## src/rtl/proc_gain_ctrl.sv

```systemverilog
`default_nettype none
// ============================================================================
// Module      : proc_gain_ctrl
// Description : ADC->DAC sample sequencer with offset correction, power-of-two
//               saturating gain and a 16-step click-free mute/gain ramp.
// Revision    : 1.0 - initial release
// ============================================================================
module proc_gain_ctrl #(
    parameter int          CLK_DIV    = 5000,
    parameter logic [9:0]  ADC_OFFSET = 10'h181,
    parameter logic [9:0]  DAC_OFFSET = 10'h200
) (
    input  logic        sysclk,
    input  logic        rst_n,
    input  logic [9:0]  data_in,
    input  logic [1:0]  gain_sel,
    input  logic        mute,
    output logic [9:0]  data_out,
    output logic        sample_tick,
    output logic        busy
);

    localparam int             CW        = (CLK_DIV > 1) ? $clog2(CLK_DIV) : 1;
    localparam logic [CW-1:0]  c_cnt_max = CW'(CLK_DIV - 1);

    localparam logic [1:0] c_muted     = 2'd0;
    localparam logic [1:0] c_ramp_up   = 2'd1;
    localparam logic [1:0] c_run       = 2'd2;
    localparam logic [1:0] c_ramp_down = 2'd3;

    logic [CW-1:0]       r_cnt;
    logic [4:0]          r_level;
    logic [1:0]          r_gain;
    logic [1:0]          r_state;
    logic [9:0]          r_data_out;

    logic                w_tick;
    logic                w_change;
    logic signed [9:0]   w_x;
    logic signed [12:0]  w_g_wide;
    logic signed [9:0]   w_g_sat;
    logic signed [13:0]  w_prod;
    logic [9:0]          w_dout_next;

    assign w_tick   = (r_cnt == c_cnt_max);
    assign w_change = mute || (gain_sel != r_gain);

    assign w_x      = $signed(data_in - ADC_OFFSET);
    assign w_g_wide = $signed({{3{w_x[9]}}, w_x}) <<< r_gain;

    always_comb begin
        w_g_sat = w_g_wide[9:0];
        if (w_g_wide > 13'sd511)
            w_g_sat = 10'sh1FF;
        else if (w_g_wide < -13'sd512)
            w_g_sat = 10'sh200;
    end

    // Product always fits 14 bits, so the low 10 bits of the >>>4 are exact.
    assign w_prod      = $signed({{4{w_g_sat[9]}}, w_g_sat}) * $signed({9'd0, r_level});
    assign w_dout_next = 10'(w_prod >>> 4) + DAC_OFFSET;

    always_ff @(posedge sysclk or negedge rst_n) begin
        if (!rst_n) begin
            r_cnt      <= '0;
            r_level    <= 5'd0;
            r_gain     <= 2'd0;
            r_state    <= c_muted;
            r_data_out <= DAC_OFFSET;
        end else begin
            r_cnt <= w_tick ? '0 : r_cnt + CW'(1);
            if (w_tick)
                r_data_out <= w_dout_next;

            case (r_state)
                c_muted: begin
                    r_level <= 5'd0;
                    if (!mute) begin
                        r_gain  <= gain_sel;
                        r_state <= c_ramp_up;
                    end
                end
                c_ramp_up: begin
                    if (w_tick)
                        r_level <= r_level + 5'd1;
                    // An abort wins over completion; the level step still lands.
                    if (w_change)
                        r_state <= c_ramp_down;
                    else if (w_tick && r_level == 5'd15)
                        r_state <= c_run;
                end
                c_run: begin
                    r_level <= 5'd16;
                    if (w_change)
                        r_state <= c_ramp_down;
                end
                c_ramp_down: begin
                    if (r_level == 5'd0)
                        r_state <= c_muted;
                    else if (w_tick) begin
                        r_level <= r_level - 5'd1;
                        if (r_level == 5'd1)
                            r_state <= c_muted;
                    end
                end
                default: r_state <= c_muted;
            endcase
        end
    end

    assign data_out    = r_data_out;
    assign sample_tick = w_tick;
    assign busy        = (r_state == c_ramp_up) || (r_state == c_ramp_down);

endmodule
`default_nettype wire

```

## config.mk

```make
export PLATFORM = sky130hd
export DESIGN_NAME = proc_gain_ctrl
export DESIGN_NICKNAME = d
export VERILOG_FILES = /design/src/rtl/proc_gain_ctrl.sv
export SDC_FILE = /design/constraint.sdc
export NUM_CORES = 1
export LEC_CHECK = 0
export BUFFER_PORTS_ARGS = -buffer_cell sky130_fd_sc_hd__buf_2
export CORE_ASPECT_RATIO = 1.75
export CORE_MARGIN = 2
export CORE_UTILIZATION = 56
export DETAILED_ROUTE_END_ITERATION = 8
export GPL_TIMING_DRIVEN = 0
export PLACE_DENSITY = 0.85
export SETUP_SLACK_MARGIN = 0.15
export SYNTH_ARGS = -nofsm -noshare
export SYNTH_HDL_FRONTEND = slang
export SYNTH_SLANG_ARGS = --single-unit
```

## constraint.sdc

```tcl
create_clock -name sysclk -period 5 [get_ports sysclk]
set_input_delay 0.5 -clock sysclk [delete_from_list [all_inputs] [get_ports sysclk]]
set_output_delay 0.5 -clock sysclk [all_outputs]
set_load 0.03 [all_outputs]
```

==> metrics.md, run 1 <==
| Metric | Value |
|---|---|
| PD cells | `615.3 nW/µm²` |
| Post-synth top flop | `dfrtp_1` |
| Critical path class | `input pin to flip-flop` |
| Mux cell area share after synthesis | `0.01621` |
| Crit path launch | `data_in[6]` |
| Fmax | `170.1 MHz` |
| Failing checks | `negative setup slack` |
| CTS sink count | `32` |
| First-pass GRT wire length | `16.03 mm` |
| Largest net degree at the start of global routing | `33` |
| Minimum clock period | `5.879 ns` |
| Clock Pin Slew Worst Setup and Hold Paths | `0.06 ns` |
| Synth area leaders | `dfrtp_1 (20%), fa_1 (15%), ha_1 (11%)` |
| Yosys top cell area share | `0.2010` |
| Final setup fails | `9` |
| # DRC | `0` |
| CTS tree | `built` |
| CP endpoint kind | `flip-flop` |
| Worst r2r src | `r_gain[0]` |
| Seq. cell area | `803.3 µm²` |
| Overall die width | `66.75 µm` |
| RSZ-0062 raised after global routing | `yes` |
| WP data required | `5.19 ns` |
| Commonest non-fill, non-tap cell in the layout | `inv_1` |
| Number of synthesized register bits | `32` |
| GR Overflow Total | `0` |
| Status | `complete, but fails checks` |
| Async set or reset register ratio after synthesis | `1.000` |
| Syn nets | `538` |
| Post-synth EDFFs | `0` |
| Num rows | `40` |
| Clk_lat worst skew | `0.29 ns` |
| Final setup TNS | `-4.812 ns` |
| CP endpoint | `data_out[5]` |
| Maximum vdd drop | `0.3274 mV` |
| GRT Total Usage | `0.2696` |
| Die height | `113.8 µm` |
| Pwr Total | `3.028 mW` |
| P&R area growth vs syn | `27.53%` |
| Pre-CTS setup slack | `-1.209 ns` |
| Hold Buf Count CTS | `0` |
| Fin. max-slew vios | `0` |
| Vias after detailed routing | `3667` |
| Max Clock Skew | `0.007878 ns` |
| Post-Syn Area per Cell | `8.352 µm²` |
| CTS root buffer | `clkbuf_16` |
| Cell taking the most area after synthesis | `dfrtp_1` |
| Netlist cell types | `57` |
| Initial antenna violation count | `0` |
| Htree depth | `2` |
| WL per Instance | `17.58 µm` |
| Largest family of logic cells by synthesized area | `adder cells` |
| HP Class | `input pin to async pin` |
| WHS | `0.2701 ns` |
| CP Launch Type | `input pin` |
| Share of post-route cells with drive strength above 1 | `0.2814` |
| CTS max path bufs | `2` |
| R2r setup slk | `-0.75 ns` |
| Data arrival time of the worst path | `6.07 ns` |
| Synthesized-area fraction occupied by and/or/nand/nor cells | `0.2185` |
| Core area | `6756 µm²` |
| Xor/xnor share of the synthesized area | `0.06550` |
| Final worst slack | `-0.8794 ns` |
| Drt via density | `5.943` |
| Starting DRC count in detailed routing | `212` |
| IO Port Bufs | `26` |
| Post-Syn Area | `3859 µm²` |
| R2R Path End | `data_out[5]` |
| Post-layout nets | `608` |
| Multi-input logic area | `3070 µm²` |
| Detailed Route WL | `10.85 mm` |
| # diodes | `0` |
| Worst Tran Pin Value | `0.7391 ns` |
| Gp weighted congestion | `0.9067` |
| Max_slew headroom | `0.5072` |
| Reg2Reg Depth | `26` |
| Detail Route Antenna Nets | `0` |
| LEAKAGE | `2.223 nW` |
| Dpl hpwl | `6.860 mm` |
| Seq/Total Area, Yosys | `0.2078` |
| Top Ports | `27` |
| Starting Density | `0.5711` |
| MaxCap Viol Count | `0` |
| Vias in the first global route | `3775` |
| Fin. Hold Viols | `0` |
| Gate Count Post-Synth | `462` |
| Die ar. | `7597 µm²` |
| CP Max Fanout | `5` |
| Fin crit share | `1.176` |
| Fillers | `466` |
| Initial DRT Pass Iterations | `7` |
| Synth Area in Compound Gates | `0.1628` |
| Warnings, synthesis | `0` |
| Adder-cell area share of the yosys netlist | `0.2523` |
| Most frequent cells in the layout | `inv_1 (57), nand2_1 (36), dfrtp_1 (30), nor2_1 (28), ha_1 (28)` |
| CTS Buf Count | `5` |
-- state kept, by name, indices dropped and copies added, names as in the netlist --
name	count
r_state	2
data_out	10
r_level	5
r_cnt	13
r_gain	2
-- cells in the mapped netlist, types with 4 or more instances --
library cell / count
nor2_1: 30
fa_1: 28
mux2i_1: 4
dfrtp_1: 31
o31ai_1: 6
and3_1: 5
o21ai_1: 4
nor2b_1: 10
o21ai_0: 22
ha_1: 33
nand2b_1: 4
xnor2_1: 14
inv_1: 63
or3_1: 4
xor2_1: 13
nor3_1: 9
and2_1: 37
o31a_1: 4
nand3_1: 8
clkbuf_1: 16
a21oi_1: 21
nand2_1: 41
a31oi_1: 4
o21ai_2: 7
-- layout make-up --
class / count / share of cell area
buffer: 16 / 0.01246
sequential: 32 / 0.1632
tap: 84 / 0.02136
clock buffer: 5 / 0.02543
clock inverter: 3 / 0.008645
multi-input combinational: 351 / 0.6240
timing repair buffer: 63 / 0.09687
inverter: 63 / 0.04805
-- worst min path at each step --
stage                     slack (ns)   startpoint           to  cells past startpoint
after CTS                       0.30        rst_n     r_cnt[8]                      1
after global routing            0.34        rst_n    r_cnt[10]                      1
after global placement          0.45  data_out[3]  data_out[3]                      2
final                           0.27        rst_n     r_cnt[5]                      1
after detailed placement        0.46  data_out[9]  data_out[9]                      2
after floorplan                 0.20        rst_n  data_out[0]                      0
-- timing repair --
item,in CTS,in global routing
buffers inserted,22,15
pin swaps,17,40
gates resized for setup,30,47
endpoints found under the setup margin,10,10
gates cloned,0,0
-- routing by layer --
layer,global-route usage,vias to the layer above,part of all wire
met1,0.2688,1771,0.34
met2,0.5013,155,0.54
met3,0.03846,63,0.045
met4,0.1673,0,0.074
met5,0,-,0
li1,-,1678,-
-- per-stage QoR --
step / std cells / utilization / cell area, µm²
global placement: 572 / 0.6165 / 4165
CTS: 602 / 0.6844 / 4624
finish: 617 / 0.7283 / 4921
global route: 617 / 0.7283 / 4921
detailed placement: 572 / 0.6165 / 4165
floorplan: 462 / - / 3930
-- report_power, final --
| group | internal [mW] | switching [mW] | total [mW] | leakage (nW) |
|---|---|---|---|---|
| logic | 1.02 | 1.32 | 2.34 | 1.77 |
| clock network | 0.234 | 0.125 | 0.359 | 0.0798 |
| registers | 0.291 | 0.0369 | 0.328 | 0.369 |
-- critical path, cell delays in order --
cell and delay [ns]:
buf_8 0.09, or4_4 0.57, or4b_4 0.51, o21ai_2 0.09
or2_4 0.19, o21ai_4 0.08, a21oi_4 0.24, buf_6 0.14
buf_12 0.11, buf_4 0.11, o21ai_4 0.07, and2_1 0.17
fa_1 0.51, fa_1 0.57, inv_1 0.08, fa_1 0.55
inv_1 0.07, ha_4 0.29, o21ai_2 0.07, a21oi_2 0.19
o21ai_2 0.09, buf_4 0.14, buf_6 0.10, buf_6 0.10
buf_6 0.11, nand2_4 0.05, nor2_2 0.04, o31ai_1 0.22
-- kinds of logic (layout without fill, tap and decap cells) --
group / count (synthesis) / after routing
simple gates: 163 / 163
fa+ha+maj: 61 / 61
compound gates: 93 / 93
mux: 6 / 6
buf+inv: 79 / 150
flops: 32 / 32
xor+xnor: 28 / 28
Power figures use the tool's default switching activity.
==> run 2: changes to the inputs <==
ABC_AREA = 1   (was not set)
PLACE_DENSITY = not set   (was 0.85)
PLACE_DENSITY_LB_ADDON = 0.08   (was not set)
==> metrics.md, run 2 <==
| Metric | Value |
|---|---|
| Gp weighted congestion | `0.9069 (about the same)` |
| Worst r2r src | `r_gain[0]` |
| Initial antenna violation count | `0 (unchanged)` |
| PD cells | `683.9 nW/µm² (+11%)` |
| Top Ports | `27 (unchanged)` |
| Met2 Use GR | `0.4700 (-0.03133)` |
| Clk_lat worst skew | `0.28 ns (about the same)` |
| Clock Pin Slew Worst Setup and Hold Paths | `0.05 ns (about the same)` |
| IO Port Bufs | `26 (unchanged)` |
| Critical Path Stages | `31 (+11%)` |
| GR Overflow Total | `0 (unchanged)` |
| Initial DRT Pass Iterations | `6 (-1)` |
| CP max stage cell | `fa_1` |
| CP top delay family | `adder cells` |
| Seq/Total Area, Yosys | `0.2110 (+0.003147)` |
| Starting DRC count in detailed routing | `139 (-34%)` |
| Pre-CTS setup slack | `-0.5917 ns (+0.6177 ns)` |
| HP Class | `input pin to async pin` |
| R2r setup slk | `0.11 ns (+0.86 ns)` |
| WP data required | `5.15 ns (-0.04 ns)` |
| WHS | `0.2848 ns (+0.01476 ns)` |
| CP Max Fanout | `7 (+2)` |
| Core area | `6539 µm² (-3.2%)` |
| P&R area growth vs syn | `24.29%` |
| CTS tree | `built` |
| Synth area leaders | `dfrtp_1 (20%), fa_1 (15%), ha_1 (11%)` |
| Worst Tran Pin Value | `0.8936 ns (+0.1544 ns)` |
| Async set or reset register ratio after synthesis | `1.000 (unchanged)` |
| Post-Syn Area | `3801 µm² (-1.5%)` |
| Most frequent cells in the layout | `inv_1 (87), nand2_1 (76), nor2_1 (39), dfrtp_1 (31), fa_1 (27)` |
| Hold Buf Count CTS | `0 (unchanged)` |
| MaxCap Viol Count | `0 (unchanged)` |
| Syn nets | `578 (+7.4%)` |
| R2R Path End | `data_out[7]` |
| Overall die width | `66.28 µm (-0.70%)` |
| Largest net degree at the start of global routing | `33 (unchanged)` |
| Minimum clock period | `5.074 ns (-0.8059 ns)` |
| Final worst slack | `-0.07356 ns (+0.8059 ns)` |
| Yosys top cell area share | `0.2041 (+0.003044)` |
| Fin. max-slew vios | `0 (unchanged)` |
| Top reg by flops | `r_cnt` |
| Final setup TNS | `-0.1155 ns (+4.696 ns)` |
| Grt met3 use | `0.03479 (-0.003670)` |
| Max Clock Skew | `0.008373 ns (+0.0004947 ns)` |
| Post-synth top flop | `dfrtp_1` |
| Critical path class | `input pin to flip-flop` |
| Post-layout nets | `636 (+4.6%)` |
| Fin. Hold Viols | `0 (unchanged)` |
| Flip-flop count of the largest register after layout | `13 (unchanged)` |
| CTS max path bufs | `2 (unchanged)` |
| Cell taking the most area after synthesis | `dfrtp_1` |
| Most frequent cell after synthesis | `inv_1` |
| Htree depth | `2 (unchanged)` |
| List of most frequent post-synthesis cells | `inv_1 (94), nand2_1 (83), nor2_1 (40), a21oi_1 (35), ha_1 (33)` |
| # diodes | `0 (unchanged)` |
| Dpl hpwl | `6.857 mm (about the same)` |
| Crit path launch | `data_in[0]` |
| Final setup fails | `2 (-7)` |
| Reg2Reg Depth | `23 (-12%)` |
| Max_slew headroom | `0.3988 (-0.1084)` |
| Maximum vdd drop | `0.3213 mV (-1.9%)` |
| Num rows | `39 (-2.5%)` |
| Die height | `113.0 µm (-0.72%)` |
| CTS sink count | `32 (unchanged)` |
| CP endpoint | `data_out[7]` |
| Failing checks | `negative setup slack` |
| WL per Instance | `14.37 µm (-18%)` |
| GRT Total Usage | `0.2547 (-0.01493)` |
| Fmax | `197.1 MHz (+16%)` |
| Fin util | `0.7225 (-0.005792)` |
| Buf/Inv on CP | `7 (-3)` |
| LEAKAGE | `2.303 nW (+3.6%)` |
| CTS Buf Count | `5 (unchanged)` |
| CP endpoint kind | `flip-flop` |
| Largest stage delay on the critical path | `0.52 ns (-0.05 ns)` |
| # DRC | `0 (unchanged)` |
| Fin crit share | `1.015 (-0.1612)` |
| Die ar. | `7489 µm² (-1.4%)` |
| Met1 Use GR | `0.2767 (+0.007867)` |
| Data arrival time of the worst path | `5.22 ns (-0.85 ns)` |
| Post-Syn Area per Cell | `7.572 µm² (-9.3%)` |
| Warnings, synthesis | `0 (unchanged)` |
| Detail Route Antenna Nets | `0 (unchanged)` |
| Grt peak-use layer | `met2` |
| Netlist cell types | `48 (-16%)` |
| Vias in the first global route | `3467 (-8.2%)` |
| Vias after detailed routing | `3512 (-4.2%)` |
| Commonest non-fill, non-tap cell in the layout | `inv_1` |
| Drt via density | `5.462 (-8.1%)` |
| Status | `complete, but fails checks` |
| RSZ-0062 raised after global routing | `yes` |
| CP Launch Type | `input pin` |
| CTS root buffer | `clkbuf_16` |
| Number of synthesized register bits | `32 (unchanged)` |
| Starting Density | `0.5813 (+0.01021)` |
| Gate Count Post-Synth | `502 (+8.7%)` |
| Detailed Route WL | `9.240 mm (-15%)` |
| Share of post-route cells with drive strength above 1 | `0.2424 (-0.03900)` |
| First-pass GRT wire length | `14.91 mm (-7.0%)` |
| Pwr Total | `3.231 mW (+6.7%)` |
| Post-synth EDFFs | `0 (unchanged)` |
==> run 2: cell types whose count changed after synthesis, sizes merged, moves of 13 or more <==
cell   previous run  this run
nand3             8        25
and2             38         9
a21oi            23        37
inv              63        97
nor2             30        43
nand2            42        88
==> run 2: final cells by class <==
| cell class | count | area [µm²] |
|---|---|---|
| buffer | 10 | 50.05 |
| multi-input combinational | 359 | 2868 |
| sequential | 32 | 802.0 |
| clock buffer | 6 | 128.9 |
| tap | 82 | 102.6 |
| clock inverter | 2 | 35.03 |
| fill | 529 | 1814 |
| timing repair buffer | 51 | 349.1 |
| inverter | 101 | 389.1 |
==> run 2: cell families after synthesis <==
kind of cell / after synthesis / share of synthesized area
AO/OA/AOI/OAI: 95 / 0.1537
XOR/XNOR: 20 / 0.05102
adder cells (fa/ha/maj): 61 / 0.2561
buffers and inverters: 111 / 0.1099
flip-flops: 32 / 0.2110
AND/OR/NAND/NOR: 183 / 0.2182
==> run 2: timing repair <==
action	in CTS	in global routing
gates resized for setup	23	49
pin swaps	27	47
hold endpoints to repair	0	0
setup buffers	13	12
endpoints found under the setup margin	5	6
==> run 2: layer usage <==
| metal | routed length [µm] | vias to the layer above |
|---|---|---|
| li1 | - | 1728 |
| met1 | 3514 | 1665 |
| met2 | 5074 | 83 |
| met3 | 193 | 36 |
| met4 | 458 | 0 |
| met5 | 0 | - |
==> run 2: worst min path at each step <==
stage | depth (start not counted) | slack, ns | endpoint | from
6_report | 1 | 0.28 | data_out[4] | rst_n
4_1_cts | 1 | 0.31 | data_out[4] | rst_n
2_1_floorplan | 0 | 0.20 | data_out[0] | rst_n
3_5_place_dp | 2 | 0.46 | data_out[2] | data_out[2]
3_3_place_gp | 2 | 0.46 | data_out[2] | data_out[2]
5_1_grt | 1 | 0.34 | data_out[4] | rst_n
==> run 2: where the power goes <==
group | leakage (nW) | switching (mW) | internal, mW
registers | 0.370 | 0.0536 | 0.292
logic | 1.85 | 1.46 | 1.09
clock network | 0.0808 | 0.110 | 0.234
==> run 2: through the flow <==
| stage | cell area (µm²) | cells |
|---|---|---|
| global route | 4725 | 643 |
| CTS | 4428 | 631 |
| finish | 4725 | 643 |
| detailed placement | 4086 | 610 |
| floorplan | 3854 | 502 |
| global placement | 4086 | 610 |
==> run 3: changes to the inputs <==
PLACE_DENSITY = 0.83   (was not set)
PLACE_DENSITY_LB_ADDON = not set   (was 0.08)
==> metrics.md, run 3 (synthesis results as in run 2) <==
| Metric | Value |
|---|---|
| Overall die width | `66.28 µm (unchanged)` |
| P&R area growth vs syn | `23.50%` |
| CTS sink count | `32 (unchanged)` |
| Pre-CTS setup slack | `-0.5622 ns (+0.02956 ns)` |
| Top reg by flops | `r_cnt` |
| Vias after detailed routing | `3567 (+1.6%)` |
| Crit path launch | `data_in[1]` |
| Largest stage delay on the critical path | `0.50 ns (-0.02 ns)` |
| Htree depth | `2 (unchanged)` |
| CTS tree | `built` |
| Maximum vdd drop | `0.3463 mV (+7.8%)` |
| IO Port Bufs | `26 (unchanged)` |
| GR Overflow Total | `0 (unchanged)` |
| MaxCap Viol Count | `0 (unchanged)` |
| Starting Density | `0.5813 (unchanged)` |
| R2r setup slk | `0.13 ns (+0.02 ns)` |
| P_sw | `1.632 mW (+0.81%)` |
| Hold Buf Count CTS | `0 (unchanged)` |
| Data arrival time of the worst path | `5.18 ns (-0.04 ns)` |
| Fmax | `199.4 MHz (+1.1%)` |
| Starting DRC count in detailed routing | `192 (+38%)` |
| Initial antenna violation count | `0 (unchanged)` |
| # DRC | `0 (unchanged)` |
| Combinational power share | `0.782 (-0.005)` |
| Max Clock Skew | `0.007762 ns (-0.0006110 ns)` |
| PD cells | `682.4 nW/µm² (-0.22%)` |
| Final worst slack | `-0.01595 ns (+0.05761 ns)` |
| Post-layout nets | `639 (+0.47%)` |
| CTS Buf Count | `5 (unchanged)` |
| Failing checks | `negative setup slack` |
| Minimum clock period | `5.016 ns (-0.05761 ns)` |
| Drt via density | `5.522 (+1.1%)` |
| RSZ-0062 raised after global routing | `yes` |
| First-pass GRT wire length | `15.55 mm (+4.3%)` |
| Max_slew headroom | `0.5060 (+0.1072)` |
| WP data required | `5.16 ns (about the same)` |
| Fin util | `0.7179 (-0.004592)` |
| WHS | `0.2736 ns (-0.01121 ns)` |
| Clock network power share | `0.110 (+0.004)` |
| HP Class | `input pin to async pin` |
| R2R Path End | `data_out[7]` |
| Commonest non-fill, non-tap cell in the layout | `inv_1` |
| Final setup TNS | `-0.03141 ns (+0.08408 ns)` |
| GRT Total Usage | `0.2671 (+0.01238)` |
| # diodes | `0 (unchanged)` |
| CTS root buffer | `clkbuf_16` |
| Largest net degree at the start of global routing | `33 (unchanged)` |
| Sequential power share | `0.108 (about the same)` |
| Gp weighted congestion | `0.9710 (+7.1%)` |
| Fin crit share | `1.003 (-0.01152)` |
| WL per Instance | `14.98 µm (+4.3%)` |
| Worst r2r src | `r_gain[0]` |
| Flip-flop count of the largest register after layout | `13 (unchanged)` |
| CP Max Fanout | `7 (unchanged)` |
| Fin. max-slew vios | `0 (unchanged)` |
| Clk_lat worst skew | `0.29 ns (about the same)` |
| Internal | `1.571 mW (-2.5%)` |
| CTS max path bufs | `2 (unchanged)` |
| Top Ports | `27 (unchanged)` |
| Status | `complete, but fails checks` |
| Vias in the first global route | `3612 (+4.2%)` |
| Detailed Route WL | `9.678 mm (+4.7%)` |
| CP Launch Type | `input pin` |
| CP endpoint kind | `flip-flop` |
| Worst Tran Pin Value | `0.7411 ns (-0.1525 ns)` |
| Final Non-Filler Cells | `646 (+0.47%)` |
| Detail Route Antenna Nets | `0 (unchanged)` |
| Final setup fails | `2 (unchanged)` |
| Initial DRT Pass Iterations | `5 (-1)` |
| CP max stage cell | `fa_1` |
| Inst Count DP | `610 (unchanged)` |
| Sw Ratio | `0.5095 (+0.008392)` |
| Most used cell, CP | `o21ai_2` |
| LEAKAGE | `2.312 nW (+0.36%)` |
| Fin. Hold Viols | `0 (unchanged)` |
| Core area | `6539 µm² (unchanged)` |
| Most frequent cells in the layout | `inv_1 (88), nand2_1 (74), nor2_1 (38), dfrtp_1 (31), buf_4 (29)` |
| Die height | `113.0 µm (unchanged)` |
| Clock Pin Slew Worst Setup and Hold Paths | `0.05 ns (about the same)` |
| Dpl hpwl | `6.848 mm (-0.12%)` |
| Die ar. | `7489 µm² (unchanged)` |
| Reg2Reg Depth | `27 (+17%)` |
| Num rows | `39 (unchanged)` |
| Critical path class | `input pin to flip-flop` |
| Share of post-route cells with drive strength above 1 | `0.2394 (-0.003063)` |
run 3: changes by cell type in the layout (fill, tap and decap cells not counted), moves of 2 or more:
cell,delta
a21oi_1,+3
buf_6,-2
nand2_4,+2
buf_4,+6
ha_4,-2
nand2_1,-2
o21ai_1,+3
a21oi_4,-2
o21ai_2,-3
run 3: final cells by class:
type / instances / area, µm²
Buffer: 10 / 50.05
Clock buffer: 6 / 128.9
Clock inverter: 2 / 35.03
Fill cell: 500 / 1844
Inverter: 101 / 389.1
Multi-Input combinational cell: 359 / 2830
Sequential cell: 32 / 802.0
Tap cell: 82 / 102.6
Timing Repair Buffer: 54 / 356.6
run 3: power groups by stage:
stage	combinational, mW	clock (mW)	sequential, mW
after floorplan	1.58	0	0.326
after global placement	1.88	0	0.343
after detailed placement	1.96	0	0.345
after CTS	2.24	0.353	0.341
after global routing	2.77	0.361	0.350
final	2.50	0.352	0.348
run 3: worst max-delay path by stage:
stage                     slack (ns)           to
final                          -0.02  data_out[7]
after global routing           -0.24  data_out[7]
after CTS                       0.16  data_out[9]
after detailed placement       -0.56  data_out[9]
after global placement         -0.45  data_out[9]
after floorplan                 0.13  data_out[9]
run 3: critical path, delay by kind of cell:
kind                     cells  cell delay, ns
AND/OR/NAND/NOR             11            1.17
XOR/XNOR                     1            0.14
AO/OA/AOI/OAI                8            0.98
buffers and inverters        7            0.62
adder cells (fa/ha/maj)      5            1.77
run 3: per-layer routing:
layer | vias to the layer above | global-route usage | routed length, µm
li1 | 1720 | - | -
met1 | 1673 | 0.2626 | 3353
met2 | 137 | 0.5213 | 5497
met3 | 37 | 0.03181 | 398
met4 | 0 | 0.1293 | 429
met5 | - | 0 | 0
run 3: what timing repair did:
action	4_1_cts	5_1_grt
endpoints found under the setup margin	5	5
gates resized for setup	28	34
pin swaps	32	29
buffers inserted	18	10
run 3: through the flow:
stage	total power, mW	cell area [µm²]
finish	3.204	4695
global route	3.482	4695
CTS	2.932	4497
detailed placement	2.304	4086
global placement	2.218	4086
floorplan	1.904	3854
